--- src/rtl/cmv_frame_sequencer_if.sv ---
// Control/status bundle between the host and cmv_frame_sequencer, including the sensor pins.
// The master side (host or bench) drives the i_* signals; the sequencer (slave) drives the o_* signals.
interface cmv_frame_sequencer_if #(
  parameter int LINE_W  = 10,
  parameter int FRAME_W = 16
);
  logic               i_start;
  logic               i_stop;
  logic [FRAME_W-1:0] i_num_frames;
  logic [LINE_W-1:0]  i_lines_per_frame;
  logic               i_lval;
  logic               o_clk_in;
  logic               o_sys_res;
  logic               o_frame_req;
  logic               o_capture_en;
  logic               o_ready;
  logic               o_busy;
  logic               o_frame_done;
  logic [FRAME_W-1:0] o_frame_cnt;
  logic               o_timeout;

  modport master (
    output i_start, i_stop, i_num_frames, i_lines_per_frame, i_lval,
    input  o_clk_in, o_sys_res, o_frame_req, o_capture_en, o_ready, o_busy,
           o_frame_done, o_frame_cnt, o_timeout
  );

  modport slave (
    input  i_start, i_stop, i_num_frames, i_lines_per_frame, i_lval,
    output o_clk_in, o_sys_res, o_frame_req, o_capture_en, o_ready, o_busy,
           o_frame_done, o_frame_cnt, o_timeout
  );
endinterface

--- src/rtl/cmv_frame_sequencer.sv ---
// CMV300-class sensor sequencer: clock divider, sys_res power-up, frame requests and LVAL line counting.
// Defining CMV_FRAME_TIMEOUT_EN adds a per-frame watchdog that drives the sticky o_timeout flag.
module cmv_frame_sequencer #(
  parameter int CLK_DIVIDER   = 4,
  parameter int RESET_CYCLES  = 64,
  parameter int SETTLE_CYCLES = 4096,
  parameter int REQ_CYCLES    = 2,
  parameter int GAP_CYCLES    = 16,
  parameter int LINE_W        = 10,
  parameter int FRAME_W       = 16
`ifdef CMV_FRAME_TIMEOUT_EN
  , parameter int TIMEOUT_CYCLES = 1 << 20
`endif
) (
  input  logic                 i_clk,
  input  logic                 i_rst,
  cmv_frame_sequencer_if.slave bus
);

  typedef enum logic [2:0] {
    ST_RESET, ST_SETTLE, ST_READY, ST_REQ, ST_FRAME, ST_GAP
  } state_e;

  // One shared cycle counter serves every timed state, so it is sized for the longest wait.
  localparam int MAX_A = (RESET_CYCLES > SETTLE_CYCLES) ? RESET_CYCLES : SETTLE_CYCLES;
  localparam int MAX_B = (REQ_CYCLES > GAP_CYCLES) ? REQ_CYCLES : GAP_CYCLES;
  localparam int MAX_AB = (MAX_A > MAX_B) ? MAX_A : MAX_B;
`ifdef CMV_FRAME_TIMEOUT_EN
  localparam int CNT_MAX = (MAX_AB > TIMEOUT_CYCLES) ? MAX_AB : TIMEOUT_CYCLES;
`else
  localparam int CNT_MAX = MAX_AB;
`endif
  localparam int CNT_W = $clog2(CNT_MAX + 1);
  localparam logic [CNT_W-1:0] RESET_LAST  = CNT_W'(RESET_CYCLES - 1);
  localparam logic [CNT_W-1:0] SETTLE_LAST = CNT_W'(SETTLE_CYCLES - 1);
  localparam logic [CNT_W-1:0] REQ_LAST    = CNT_W'(REQ_CYCLES - 1);
  localparam logic [CNT_W-1:0] GAP_LAST    = CNT_W'(GAP_CYCLES - 1);
`ifdef CMV_FRAME_TIMEOUT_EN
  localparam logic [CNT_W-1:0] TIMEOUT_LAST = CNT_W'(TIMEOUT_CYCLES - 1);
`endif

  localparam int HALF  = CLK_DIVIDER / 2;
  localparam int DIV_W = (HALF > 1) ? $clog2(HALF) : 1;
  localparam logic [DIV_W-1:0] DIV_LAST = DIV_W'(HALF - 1);

  logic [DIV_W-1:0] div_q;
  logic             clk_in_q;

  // NOTE: sequential state uses non-blocking assignments only, so every flop samples pre-edge values.
  always_ff @(posedge i_clk or posedge i_rst) begin
    if (i_rst) begin
      div_q    <= '0;
      clk_in_q <= 1'b0;
    end else if (div_q == DIV_LAST) begin
      div_q    <= '0;
      clk_in_q <= ~clk_in_q;
    end else begin
      div_q <= div_q + DIV_W'(1);
    end
  end

  logic lval_meta_q, lval_sync_q, lval_prev_q;
  logic lval_fall;

  always_ff @(posedge i_clk or posedge i_rst) begin
    if (i_rst) begin
      lval_meta_q <= 1'b0;
      lval_sync_q <= 1'b0;
      lval_prev_q <= 1'b0;
    end else begin
      lval_meta_q <= bus.i_lval;
      lval_sync_q <= lval_meta_q;
      lval_prev_q <= lval_sync_q;
    end
  end

  assign lval_fall = lval_prev_q & ~lval_sync_q;

  state_e             state_q, state_d;
  logic [CNT_W-1:0]   cnt_q, cnt_d;
  logic [LINE_W-1:0]  line_cnt_q, line_cnt_d;
  logic [LINE_W-1:0]  lines_q, lines_d;
  logic [FRAME_W-1:0] num_frames_q, num_frames_d;
  logic [FRAME_W-1:0] frame_cnt_q, frame_cnt_d;
  logic               stop_pend_q, stop_pend_d;
  logic               timeout_q, timeout_d;
  logic               frame_done_d;
  logic               in_run;

  assign in_run = (state_q == ST_REQ) || (state_q == ST_FRAME) || (state_q == ST_GAP);

  // NOTE: every variable gets a default before the case so no path can infer a latch.
  always_comb begin
    state_d      = state_q;
    cnt_d        = cnt_q + CNT_W'(1);
    line_cnt_d   = line_cnt_q;
    lines_d      = lines_q;
    num_frames_d = num_frames_q;
    frame_cnt_d  = frame_cnt_q;
    stop_pend_d  = stop_pend_q | (bus.i_stop & in_run);
    timeout_d    = timeout_q;
    frame_done_d = 1'b0;

    unique case (state_q)
      ST_RESET: if (cnt_q == RESET_LAST) begin
        state_d = ST_SETTLE;
        cnt_d   = '0;
      end
      ST_SETTLE: if (cnt_q == SETTLE_LAST) begin
        state_d = ST_READY;
        cnt_d   = '0;
      end
      ST_READY: begin
        cnt_d = '0;
        if (bus.i_start) begin
          state_d      = ST_REQ;
          lines_d      = (bus.i_lines_per_frame == '0) ? LINE_W'(1) : bus.i_lines_per_frame;
          num_frames_d = bus.i_num_frames;
          frame_cnt_d  = '0;
          line_cnt_d   = '0;
          stop_pend_d  = 1'b0;
          timeout_d    = 1'b0;
        end
      end
      ST_REQ: if (cnt_q == REQ_LAST) begin
        state_d = ST_FRAME;
        cnt_d   = '0;
      end
      ST_FRAME: begin
        if (lval_fall && (line_cnt_q + LINE_W'(1) == lines_q)) begin
          state_d      = ST_GAP;
          cnt_d        = '0;
          frame_done_d = 1'b1;
          frame_cnt_d  = frame_cnt_q + FRAME_W'(1);
        end else begin
          if (lval_fall) line_cnt_d = line_cnt_q + LINE_W'(1);
`ifdef CMV_FRAME_TIMEOUT_EN
          if (cnt_q == TIMEOUT_LAST) begin
            state_d   = ST_READY;
            cnt_d     = '0;
            timeout_d = 1'b1;
          end
`else
          cnt_d = '0;
`endif
        end
      end
      ST_GAP: if (cnt_q == GAP_LAST) begin
        cnt_d      = '0;
        line_cnt_d = '0;
        if (!stop_pend_d && ((num_frames_q == '0) || (frame_cnt_q < num_frames_q)))
          state_d = ST_REQ;
        else
          state_d = ST_READY;
      end
      default: begin
        state_d = ST_RESET;
        cnt_d   = '0;
      end
    endcase
  end

  logic sys_res_q, ready_q, busy_q, frame_req_q, capture_en_q, frame_done_q;

  // NOTE: pin-level outputs are registered from state_d so they change glitch-free with the state.
  always_ff @(posedge i_clk or posedge i_rst) begin
    if (i_rst) begin
      state_q      <= ST_RESET;
      cnt_q        <= '0;
      line_cnt_q   <= '0;
      lines_q      <= '0;
      num_frames_q <= '0;
      frame_cnt_q  <= '0;
      stop_pend_q  <= 1'b0;
      timeout_q    <= 1'b0;
      sys_res_q    <= 1'b0;
      ready_q      <= 1'b0;
      busy_q       <= 1'b0;
      frame_req_q  <= 1'b0;
      capture_en_q <= 1'b0;
      frame_done_q <= 1'b0;
    end else begin
      state_q      <= state_d;
      cnt_q        <= cnt_d;
      line_cnt_q   <= line_cnt_d;
      lines_q      <= lines_d;
      num_frames_q <= num_frames_d;
      frame_cnt_q  <= frame_cnt_d;
      stop_pend_q  <= stop_pend_d;
      timeout_q    <= timeout_d;
      sys_res_q    <= (state_d != ST_RESET);
      ready_q      <= (state_d == ST_READY);
      busy_q       <= (state_d == ST_REQ) || (state_d == ST_FRAME) || (state_d == ST_GAP);
      frame_req_q  <= (state_d == ST_REQ);
      capture_en_q <= (state_d == ST_REQ) || (state_d == ST_FRAME);
      frame_done_q <= frame_done_d;
    end
  end

  assign bus.o_clk_in     = clk_in_q;
  assign bus.o_sys_res    = sys_res_q;
  assign bus.o_frame_req  = frame_req_q;
  assign bus.o_capture_en = capture_en_q;
  assign bus.o_ready      = ready_q;
  assign bus.o_busy       = busy_q;
  assign bus.o_frame_done = frame_done_q;
  assign bus.o_frame_cnt  = frame_cnt_q;
`ifdef CMV_FRAME_TIMEOUT_EN
  assign bus.o_timeout    = timeout_q;
`else
  assign bus.o_timeout    = 1'b0;
`endif

endmodule

--- src/flat_wrapper.sv ---
// flat-port wrapper written by rule: the top's interface ports become plain ports
module cmv_frame_sequencer_flat 
#(
  parameter int CLK_DIVIDER   = 4,
  parameter int RESET_CYCLES  = 64,
  parameter int SETTLE_CYCLES = 4096,
  parameter int REQ_CYCLES    = 2,
  parameter int GAP_CYCLES    = 16,
  parameter int LINE_W        = 10,
  parameter int FRAME_W       = 16

)
  (i_clk, i_rst, bus_i_start, bus_i_stop, bus_i_num_frames, bus_i_lines_per_frame, bus_i_lval, bus_o_clk_in, bus_o_sys_res, bus_o_frame_req, bus_o_capture_en, bus_o_ready, bus_o_busy, bus_o_frame_done, bus_o_frame_cnt, bus_o_timeout);
  cmv_frame_sequencer_if #(.LINE_W(LINE_W), .FRAME_W(FRAME_W)) bus_i ();
  input  logic i_clk;
  input  logic i_rst;
  input wire logic [$bits(bus_i.i_start)-1:0] bus_i_start;
  input wire logic [$bits(bus_i.i_stop)-1:0] bus_i_stop;
  input wire logic [$bits(bus_i.i_num_frames)-1:0] bus_i_num_frames;
  input wire logic [$bits(bus_i.i_lines_per_frame)-1:0] bus_i_lines_per_frame;
  input wire logic [$bits(bus_i.i_lval)-1:0] bus_i_lval;
  output wire logic [$bits(bus_i.o_clk_in)-1:0] bus_o_clk_in;
  output wire logic [$bits(bus_i.o_sys_res)-1:0] bus_o_sys_res;
  output wire logic [$bits(bus_i.o_frame_req)-1:0] bus_o_frame_req;
  output wire logic [$bits(bus_i.o_capture_en)-1:0] bus_o_capture_en;
  output wire logic [$bits(bus_i.o_ready)-1:0] bus_o_ready;
  output wire logic [$bits(bus_i.o_busy)-1:0] bus_o_busy;
  output wire logic [$bits(bus_i.o_frame_done)-1:0] bus_o_frame_done;
  output wire logic [$bits(bus_i.o_frame_cnt)-1:0] bus_o_frame_cnt;
  output wire logic [$bits(bus_i.o_timeout)-1:0] bus_o_timeout;
  assign bus_i.i_start = bus_i_start;
  assign bus_i.i_stop = bus_i_stop;
  assign bus_i.i_num_frames = bus_i_num_frames;
  assign bus_i.i_lines_per_frame = bus_i_lines_per_frame;
  assign bus_i.i_lval = bus_i_lval;
  assign bus_o_clk_in = bus_i.o_clk_in;
  assign bus_o_sys_res = bus_i.o_sys_res;
  assign bus_o_frame_req = bus_i.o_frame_req;
  assign bus_o_capture_en = bus_i.o_capture_en;
  assign bus_o_ready = bus_i.o_ready;
  assign bus_o_busy = bus_i.o_busy;
  assign bus_o_frame_done = bus_i.o_frame_done;
  assign bus_o_frame_cnt = bus_i.o_frame_cnt;
  assign bus_o_timeout = bus_i.o_timeout;
  cmv_frame_sequencer #(.CLK_DIVIDER(CLK_DIVIDER), .RESET_CYCLES(RESET_CYCLES), .SETTLE_CYCLES(SETTLE_CYCLES), .REQ_CYCLES(REQ_CYCLES), .GAP_CYCLES(GAP_CYCLES), .LINE_W(LINE_W), .FRAME_W(FRAME_W)) u_core (.i_clk(i_clk), .i_rst(i_rst), .bus(bus_i));
endmodule
--- config.mk ---
export PLATFORM = sky130hd
export DESIGN_NAME = cmv_frame_sequencer_flat
export DESIGN_NICKNAME = d
export VERILOG_FILES = /design/src/rtl/cmv_frame_sequencer_if.sv /design/src/rtl/cmv_frame_sequencer.sv /design/src/flat_wrapper.sv
export SDC_FILE = /design/constraint.sdc
export NUM_CORES = 1
export LEC_CHECK = 0
export ABC_AREA = 1
export CAP_MARGIN = 20
export CORE_MARGIN = 2
export CORE_UTILIZATION = 45
export CTS_CLUSTER_DIAMETER = 50
export CTS_CLUSTER_SIZE = 24
export DETAILED_ROUTE_END_ITERATION = 16
export GPL_TIMING_DRIVEN = 0
export PLACE_DENSITY = 0.67
export SLEW_MARGIN = 40
export SYNTH_ARGS = -nofsm -noshare
export SYNTH_HDL_FRONTEND = slang
export SYNTH_SLANG_ARGS = --single-unit
--- constraint.sdc ---
create_clock -name i_clk -period 6.2 [get_ports i_clk]
set_input_delay 1.24 -clock i_clk [delete_from_list [all_inputs] [get_ports i_clk]]
set_output_delay 1.24 -clock i_clk [all_outputs]
set_load 0.03 [all_outputs]
==> impl_metrics.json, run 1 <==
{
  "status": "finished, final reports clean",
  "crit_path_max_fanout": 6,
  "tns_ns": 0,
  "antenna_cells_inserted": 0,
  "max_cap_viol_count": 0,
  "yosys-top-cells-area": "sky130_fd_sc_hd__dfrtp_1 (44%), sky130_fd_sc_hd__nand2_1 (13%), sky130_fd_sc_hd__inv_1 (6.1%), sky130_fd_sc_hd__nor2_1 (5.2%), sky130_fd_sc_hd__ha_1 (5.2%)",
  "net_count_final": 716,
  "slew-limit-headroom_pct": 64.7,
  "placement_rows": 36,
  "final_weighted_congestion_in_routability_driven_placement": 0.923,
  "period_minus_slack_ns": 2.90,
  "timing_hold_violations_final": 0,
  "timing.critical_path.arrival_ns": 1.66,
  "port-buffer-count": 53,
  "wl_per_cell_um": 13.5,
  "clock_path_buffers": 2,
  "sequential_to_total_area_share_from_yosys_stat_pct": 43.7,
  "ir_drop_v": 0.000101,
  "final_instance_count_excl_fillers": 804,
  "post_cts_resized": 0,
  "global_route_wire_length_before_repair_mm": 18.2,
  "rsz0062_at_grt": "no",
  "numCtsBuffers": 9,
  "area.sequential_mm2": 0.00200,
  "multi_input_comb_area_mm2": 0.00221,
  "first_global_vias": 3900,
  "period_share_pct": 46.8,
  "die_width_um": 105,
  "nFillCells": 956,
  "vias": 4090,
  "syn-num-nets": 651,
  "power_leakage_nw": 2.58,
  "antenna_found_initial": 0,
  "number_of_hold_repair_buffers_added_at_the_cts_stage": 0,
  "total_clock_sinks": 80,
  "power_density_mw_per_mm2": 179,
  "synth.avg_cell_area_um2": 7.63,
  "via_per_inst": 5.09,
  "syn-cell-area_mm2": 0.00458,
  "tritoncts": "built",
  "die-area_mm2": 0.0110,
  "dpl_cells": 788,
  "critPathBufInv": 1,
  "hold_class": "reg2reg",
  "ys_seq_elements": 80,
  "gate_family_responsible_for_the_most_delay_along_the_worst_path": "buffers and inverters",
  "worst-endpoint-required_ns": 4.96,
  "cpPeakStageDelay_ns": 0.74,
  "core_area_mm2": 0.00982,
  "number_of_optimization_iterations_in_the_first_detailed_route_pass": 5,
  "worst_path_max_delay_cell": "sky130_fd_sc_hd__clkdlybuf4s50_1",
  "worstSetupEndpointType": "primary output",
  "timing.final.max_slew_violations": 0,
  "post-synth-top-area-cell": "sky130_fd_sc_hd__dfrtp_1",
  "worstSetupPathType": "reg2out",
  "worstSkewPairLatency_ns": 0.37,
  "drc_errors": 0,
  "dp.final_hpwl_mm": 8.16,
  "dieHeight_um": 105,
  "syn_to_final_growth_pct": 19.9,
  "cts_setup_buffers": 0,
  "synth.top_cell.area_share_pct": 43.7,
  "syn_inst_count": 601,
  "final_layout_size_suffix_gt1_share_pct": 6.11,
  "finalClockSkew_ns": 0.0164,
  "grt_use_total_pct": 20.7,
  "finalSetupViolations": 0,
  "root_buffer": "sky130_fd_sc_hd__clkbuf_8",
  "grt_overflow": 0,
  "max_slew.worst_pin.slew_ns": 0.529,
  "yosysWarnings": 0,
  "totalWireLength_mm": 10.8,
  "drt_iter0_drc": 224,
  "start_util_pct": 46.7,
  "clkSlewWorstSetupHoldPaths_ns": 0.09,
  "io_pins": 55,
  "max_clock_freq_ghz": 0.344,
  "clock_tree.htree_level_count": 3,
  "crit_chain": "clkdlybuf4s50_1",
  "antenna_violating_nets_post_route": 0,
  "critical_path_source_type": "flip-flop",
  "grt_start_max_net_pins": 56,
  "yosys.cell_types.count": 35
}
==> final cells by class <==
| class | instances | area share (%) |
|---|---|---|
| clock inverters | 3 | 0.774 |
| repair buffers | 54 | 10.2 |
| clock buffers | 13 | 2.53 |
| multi-input cells | 430 | 40.3 |
| well taps | 133 | 3.03 |
| plain buffers | 17 | 1.66 |
| inverters | 74 | 5.15 |
| flip-flops and latches | 80 | 36.4 |
==> metrics by stage <==
| stage | hold WS (ns) | setup slack, ns | total power, mW | utilization [%] | area [um^2] |
|---|---|---|---|---|---|
| after detailed placement | 0.341 | 3.19 | 0.612 | 54.1 | 5310 |
| after global placement | 0.335 | 1.60 | 0.607 | 53.8 | 5280 |
| final | 0.362 | 3.30 | 0.983 | 56.0 | 5500 |
| after CTS | 0.368 | 3.31 | 0.991 | 56.0 | 5500 |
| after global routing | 0.376 | 3.28 | 1.02 | 56.0 | 5500 |
| after floorplan | 0.331 | 2.91 | 0.578 | - | 4580 |
==> placed cells by master, fill, tap and decap left out, types with 3 or more instances in the layout <==
cell / instances
sky130_fd_sc_hd__dfrtp_1: 80
sky130_fd_sc_hd__nor2_2: 3
sky130_fd_sc_hd__clkbuf_1: 13
sky130_fd_sc_hd__clkbuf_8: 9
sky130_fd_sc_hd__nor3b_1: 3
sky130_fd_sc_hd__ha_1: 19
sky130_fd_sc_hd__buf_2: 4
sky130_fd_sc_hd__a21oi_2: 3
sky130_fd_sc_hd__xnor2_1: 6
sky130_fd_sc_hd__o21ai_0: 31
sky130_fd_sc_hd__o21ai_1: 13
sky130_fd_sc_hd__nand2_1: 159
sky130_fd_sc_hd__inv_1: 73
sky130_fd_sc_hd__nand2_2: 4
sky130_fd_sc_hd__xor2_1: 15
sky130_fd_sc_hd__or2_2: 3
sky130_fd_sc_hd__nor2_1: 64
sky130_fd_sc_hd__clkdlybuf4s50_1: 53
sky130_fd_sc_hd__a21oi_1: 14
sky130_fd_sc_hd__nand3_1: 45
sky130_fd_sc_hd__nor4_1: 9
sky130_fd_sc_hd__nor3_1: 10
sky130_fd_sc_hd__nand4_1: 14
==> Yosys cell counts (all sizes together) <==
cell type	number
nand2	163
nor4	9
o21bai	2
o2111ai	1
and3	1
xnor2	6
buf	8
nor2	68
o21ai	44
nand3	47
clkbuf	9
xor2	15
ha	19
nor3b	3
dfrtp	80
and3b	1
nor3	12
a21oi	17
nand4	14
inv	74
or2	4
nand3b	2
a211oi	1
conb	1
==> routing by layer <==
layer | wire length [um] | global-route usage [%]
met5 | 0 | 0
met3 | 477 | 3.93
met4 | 227 | 8.29
met1 | 5060 | 27.1
met2 | 5080 | 33.8
==> power breakdown <==
part           total, mW  internal [mW]  switching [mW]
registers          0.539          0.533         0.00650
clock network      0.383          0.187           0.196
logic             0.0610         0.0293          0.0317
==> final timing paths <==
check | startpoint | to | slack [ns] | cells past startpoint
min | u_core.lval_meta_q | u_core.lval_sync_q | 0.36 | 0
min in group asynchronous | i_rst | u_core.div_q | 1.19 | 2
max reg2reg | u_core.line_cnt_q[0] | u_core.bus.o_frame_cnt[6] | 3.99 | 14
min reg2reg | u_core.lval_meta_q | u_core.lval_sync_q | 0.36 | 0
max in group asynchronous | i_rst | u_core.num_frames_q[4] | 4.46 | 3
max | u_core.bus.o_frame_cnt[4] | bus_o_frame_cnt[4] | 3.30 | 1
==> registers in the layout, summed over array words and instances, names as in the netlist, 3 cells and up <==
name and cells:
u_core.cnt_q 13, u_core.bus.o_frame_cnt 16, u_core.num_frames_q 16, u_core.state_q 3, u_core.lines_q 10, u_core.line_cnt_q 10
==> logic make-up after synthesis <==
| kind of cell | count (synthesis) | synth area share [%] |
|---|---|---|
| AO/OA/AOI/OAI | 65 | 7.70 |
| XOR/XNOR | 21 | 4.01 |
| adder cells (fa/ha/maj) | 19 | 5.19 |
| buffers and inverters | 91 | 8.05 |
| flip-flops | 80 | 43.7 |
| other | 1 | 0.0818 |
| AND/OR/NAND/NOR | 324 | 31.3 |
No activity file was read; power rests on OpenSTA's default activity.
==> inputs of run 2 (changes only) <==
==> constraint.sdc (replaced) <==
create_clock -name i_clk -period 3 [get_ports i_clk]
set_input_delay 0.6 -clock i_clk [delete_from_list [all_inputs] [get_ports i_clk]]
set_output_delay 0.6 -clock i_clk [all_outputs]
set_load 0.03 [all_outputs]
==> results of run 2 <==
Same layout as run 1 (identical final DEF). Status: finished, final reports clean.
Among the figures that moved: setup slack after placement 3.19 ns -> 0.633 ns; setup slack after layout 3.30 ns -> 0.737 ns; register-to-register setup slack 3.99 ns -> 0.79 ns; total power 0.983 mW -> 2.03 mW; worst IR drop on VDD 0.000101 V -> 0.000209 V
==> inputs of run 3 (changes only) <==
--- a/config.mk
+++ b/config.mk
@@ -13,7 +13,7 @@
 export CTS_CLUSTER_SIZE = 24
 export DETAILED_ROUTE_END_ITERATION = 16
 export GPL_TIMING_DRIVEN = 0
-export PLACE_DENSITY = 0.67
+export PLACE_DENSITY = 0.69
 export SLEW_MARGIN = 40
 export SYNTH_ARGS = -nofsm -noshare
 export SYNTH_HDL_FRONTEND = slang
==> constraint.sdc (replaced) <==
create_clock -name i_clk -period 2 [get_ports i_clk]
set_input_delay 0.4 -clock i_clk [delete_from_list [all_inputs] [get_ports i_clk]]
set_output_delay 0.4 -clock i_clk [all_outputs]
set_load 0.03 [all_outputs]
==> run 3 against run 2 <==
Net effect:
- the run now ends with negative setup slack left
- count of clock-buffer cells in the layout down 1
- utilization up 3.6 points
- clock skew down 0.0049 ns
- sequential cell count unchanged
- power up 59%
- largest cell class unchanged
- critical path type is now reg2reg
- via count up 2.7%
==> impl_metrics.json, run 3 (synthesis results as in run 1) <==
{
  "status": "finished, violations left",
  "violations": "negative setup slack",
  "tritoncts": "built",
  "dieHeight_um": 105,
  "tns_ns": -1.20,
  "antenna_violating_nets_post_route": 0,
  "p_sw_share_pct": 22.1,
  "timing.final.max_slew_violations": 0,
  "power_leakage_nw": 2.79,
  "vias": 4199,
  "final_weighted_congestion_in_routability_driven_placement": 0.914,
  "clock_path_buffers": 2,
  "wl_per_cell_um": 14.0,
  "worst_path_max_delay_cell": "sky130_fd_sc_hd__dfrtp_1",
  "report.power.total_mw": 3.23,
  "most_frequent_cells_in_the_layout": "sky130_fd_sc_hd__nand2_1 (153), sky130_fd_sc_hd__dfrtp_1 (75), sky130_fd_sc_hd__inv_1 (71)",
  "period_share_pct": 104,
  "port-buffer-count": 53,
  "max_slew.worst_pin.slew_ns": 0.515,
  "timing_hold_violations_final": 0,
  "finalSetupViolations": 28,
  "grt_overflow": 0,
  "timing.final.ws_setup_ns": -0.0850,
  "total_clock_sinks": 80,
  "dp.final_hpwl_mm": 8.42,
  "number_of_optimization_iterations_in_the_first_detailed_route_pass": 4,
  "internal_power_mw": 2.51,
  "critPathBufInv": 2,
  "root_buffer": "sky130_fd_sc_hd__clkbuf_8",
  "global_route_wire_length_before_repair_mm": 18.9,
  "crit_chain": "ha_4 -> inv_2 -> nand2_1 -> nand2_1 -> nor2_1 -> nand2_1 -> nor2_2 -> nand3_1 -> nor3_2 -> nand3_4 -> nand2_4 -> buf_8 -> nand4_1 -> nand2_1",
  "hold_class": "reg2reg",
  "slew-limit-headroom_pct": 65.7,
  "cpMostUsedCell": "sky130_fd_sc_hd__nand2_1",
  "max_cap_viol_count": 0,
  "first_global_vias": 4090,
  "layout.cells.most_common": "sky130_fd_sc_hd__nand2_1",
  "final_layout_size_suffix_gt1_share_pct": 13.2,
  "via_per_inst": 5.15,
  "worstSetupPathType": "reg2reg",
  "max_clock_freq_ghz": 0.480,
  "start_util_pct": 46.7,
  "cpPeakStageDelay_ns": 0.42,
  "drc_errors": 0,
  "grt_use_total_pct": 21.6,
  "net_count_final": 729,
  "totalWireLength_mm": 11.4,
  "fin_util_pct": 59.6,
  "dpl_worst_slack_ns": -0.242,
  "antenna_cells_inserted": 0,
  "worstSetupEndpointType": "flip-flop",
  "gate_family_responsible_for_the_most_delay_along_the_worst_path": "simple AND/OR/NAND/NOR gates",
  "numCtsBuffers": 9,
  "die_width_um": 105,
  "clkSlewWorstSetupHoldPaths_ns": 0.09,
  "clock_power_share_pct": 41.9,
  "syn_to_final_growth_pct": 27.6,
  "critical_path_source_type": "flip-flop",
  "die-area_mm2": 0.0110,
  "rsz0062_at_grt": "yes",
  "finalClockSkew_ns": 0.0115,
  "placement_rows": 36,
  "power_density_mw_per_mm2": 552,
  "drt_iter0_drc": 165,
  "clock_tree.htree_level_count": 3,
  "io_pins": 55,
  "worst-endpoint-required_ns": 2.30,
  "crit_path_max_fanout": 10,
  "nFillCells": 910,
  "period_minus_slack_ns": 2.09,
  "worstSkewPairLatency_ns": 0.37,
  "power_switching_mw": 0.712,
  "grt_start_max_net_pins": 26,
  "timing.critical_path.arrival_ns": 2.38,
  "power_frac_seq_pct": 51.8,
  "antenna_found_initial": 0,
  "core_area_mm2": 0.00982,
  "ir_drop_v": 0.000329,
  "number_of_hold_repair_buffers_added_at_the_cts_stage": 0,
  "power_frac_comb_pct": 6.3
}
## run 3: final timing paths
kind                                      startpoint                         end  slack (ns)  cells after the start
worst max-delay path            u_core.line_cnt_q[1]   u_core.bus.o_frame_cnt[6]       -0.09                     14
worst max register to register  u_core.line_cnt_q[1]   u_core.bus.o_frame_cnt[6]       -0.09                     14
min in group asynchronous                      i_rst  u_core.bus.o_frame_cnt[12]        0.36                      2
max in group asynchronous                      i_rst     u_core.num_frames_q[12]        0.83                      5
worst min-delay path              u_core.lval_meta_q          u_core.lval_sync_q        0.35                      0
worst min register to register    u_core.lval_meta_q          u_core.lval_sync_q        0.35                      0
## run 3: metal layers
layer | track usage (%) | routed length (um)
met3 | 3.99 | 502
met4 | 11.4 | 365
met5 | 0 | 0
met1 | 27.1 | 5060
met2 | 35.3 | 5490
## run 3: final cells by class
type / instances / area [um^2] / area share, %
multi-input cells: 430 / 2360 / 40.4
flip-flops and latches: 80 / 2010 / 34.3
repair buffers: 67 / 689 / 11.8
inverters: 74 / 282 / 4.81
well taps: 133 / 166 / 2.85
clock buffers: 12 / 155 / 2.65
plain buffers: 17 / 123 / 2.10
clock inverters: 3 / 65.1 / 1.11
## run 3: repair_timing
item,4_1_cts,5_1_grt
resized for setup,21,45
setup endpoints to repair,49,55
pin swaps,5,6
buffers inserted,5,6
## run 3: power by group through the flow
stage | sequential (mW) | combinational, mW | clock [mW]
3_5_place_dp | 1.70 | 0.203 | 0
5_1_grt | 1.68 | 0.230 | 1.45
4_1_cts | 1.67 | 0.205 | 1.39
2_1_floorplan | 1.70 | 0.0936 | 0
6_report | 1.67 | 0.204 | 1.35
3_3_place_gp | 1.70 | 0.180 | 0
## run 3: stage by stage
stage	hold WS (ns)	instances	instance area, um^2
after detailed placement	0.336	790	5350
after global routing	0.359	816	5850
after global placement	0.333	787	5290
after floorplan	0.331	601	4590
after CTS	0.354	810	5660
final	0.349	816	5850
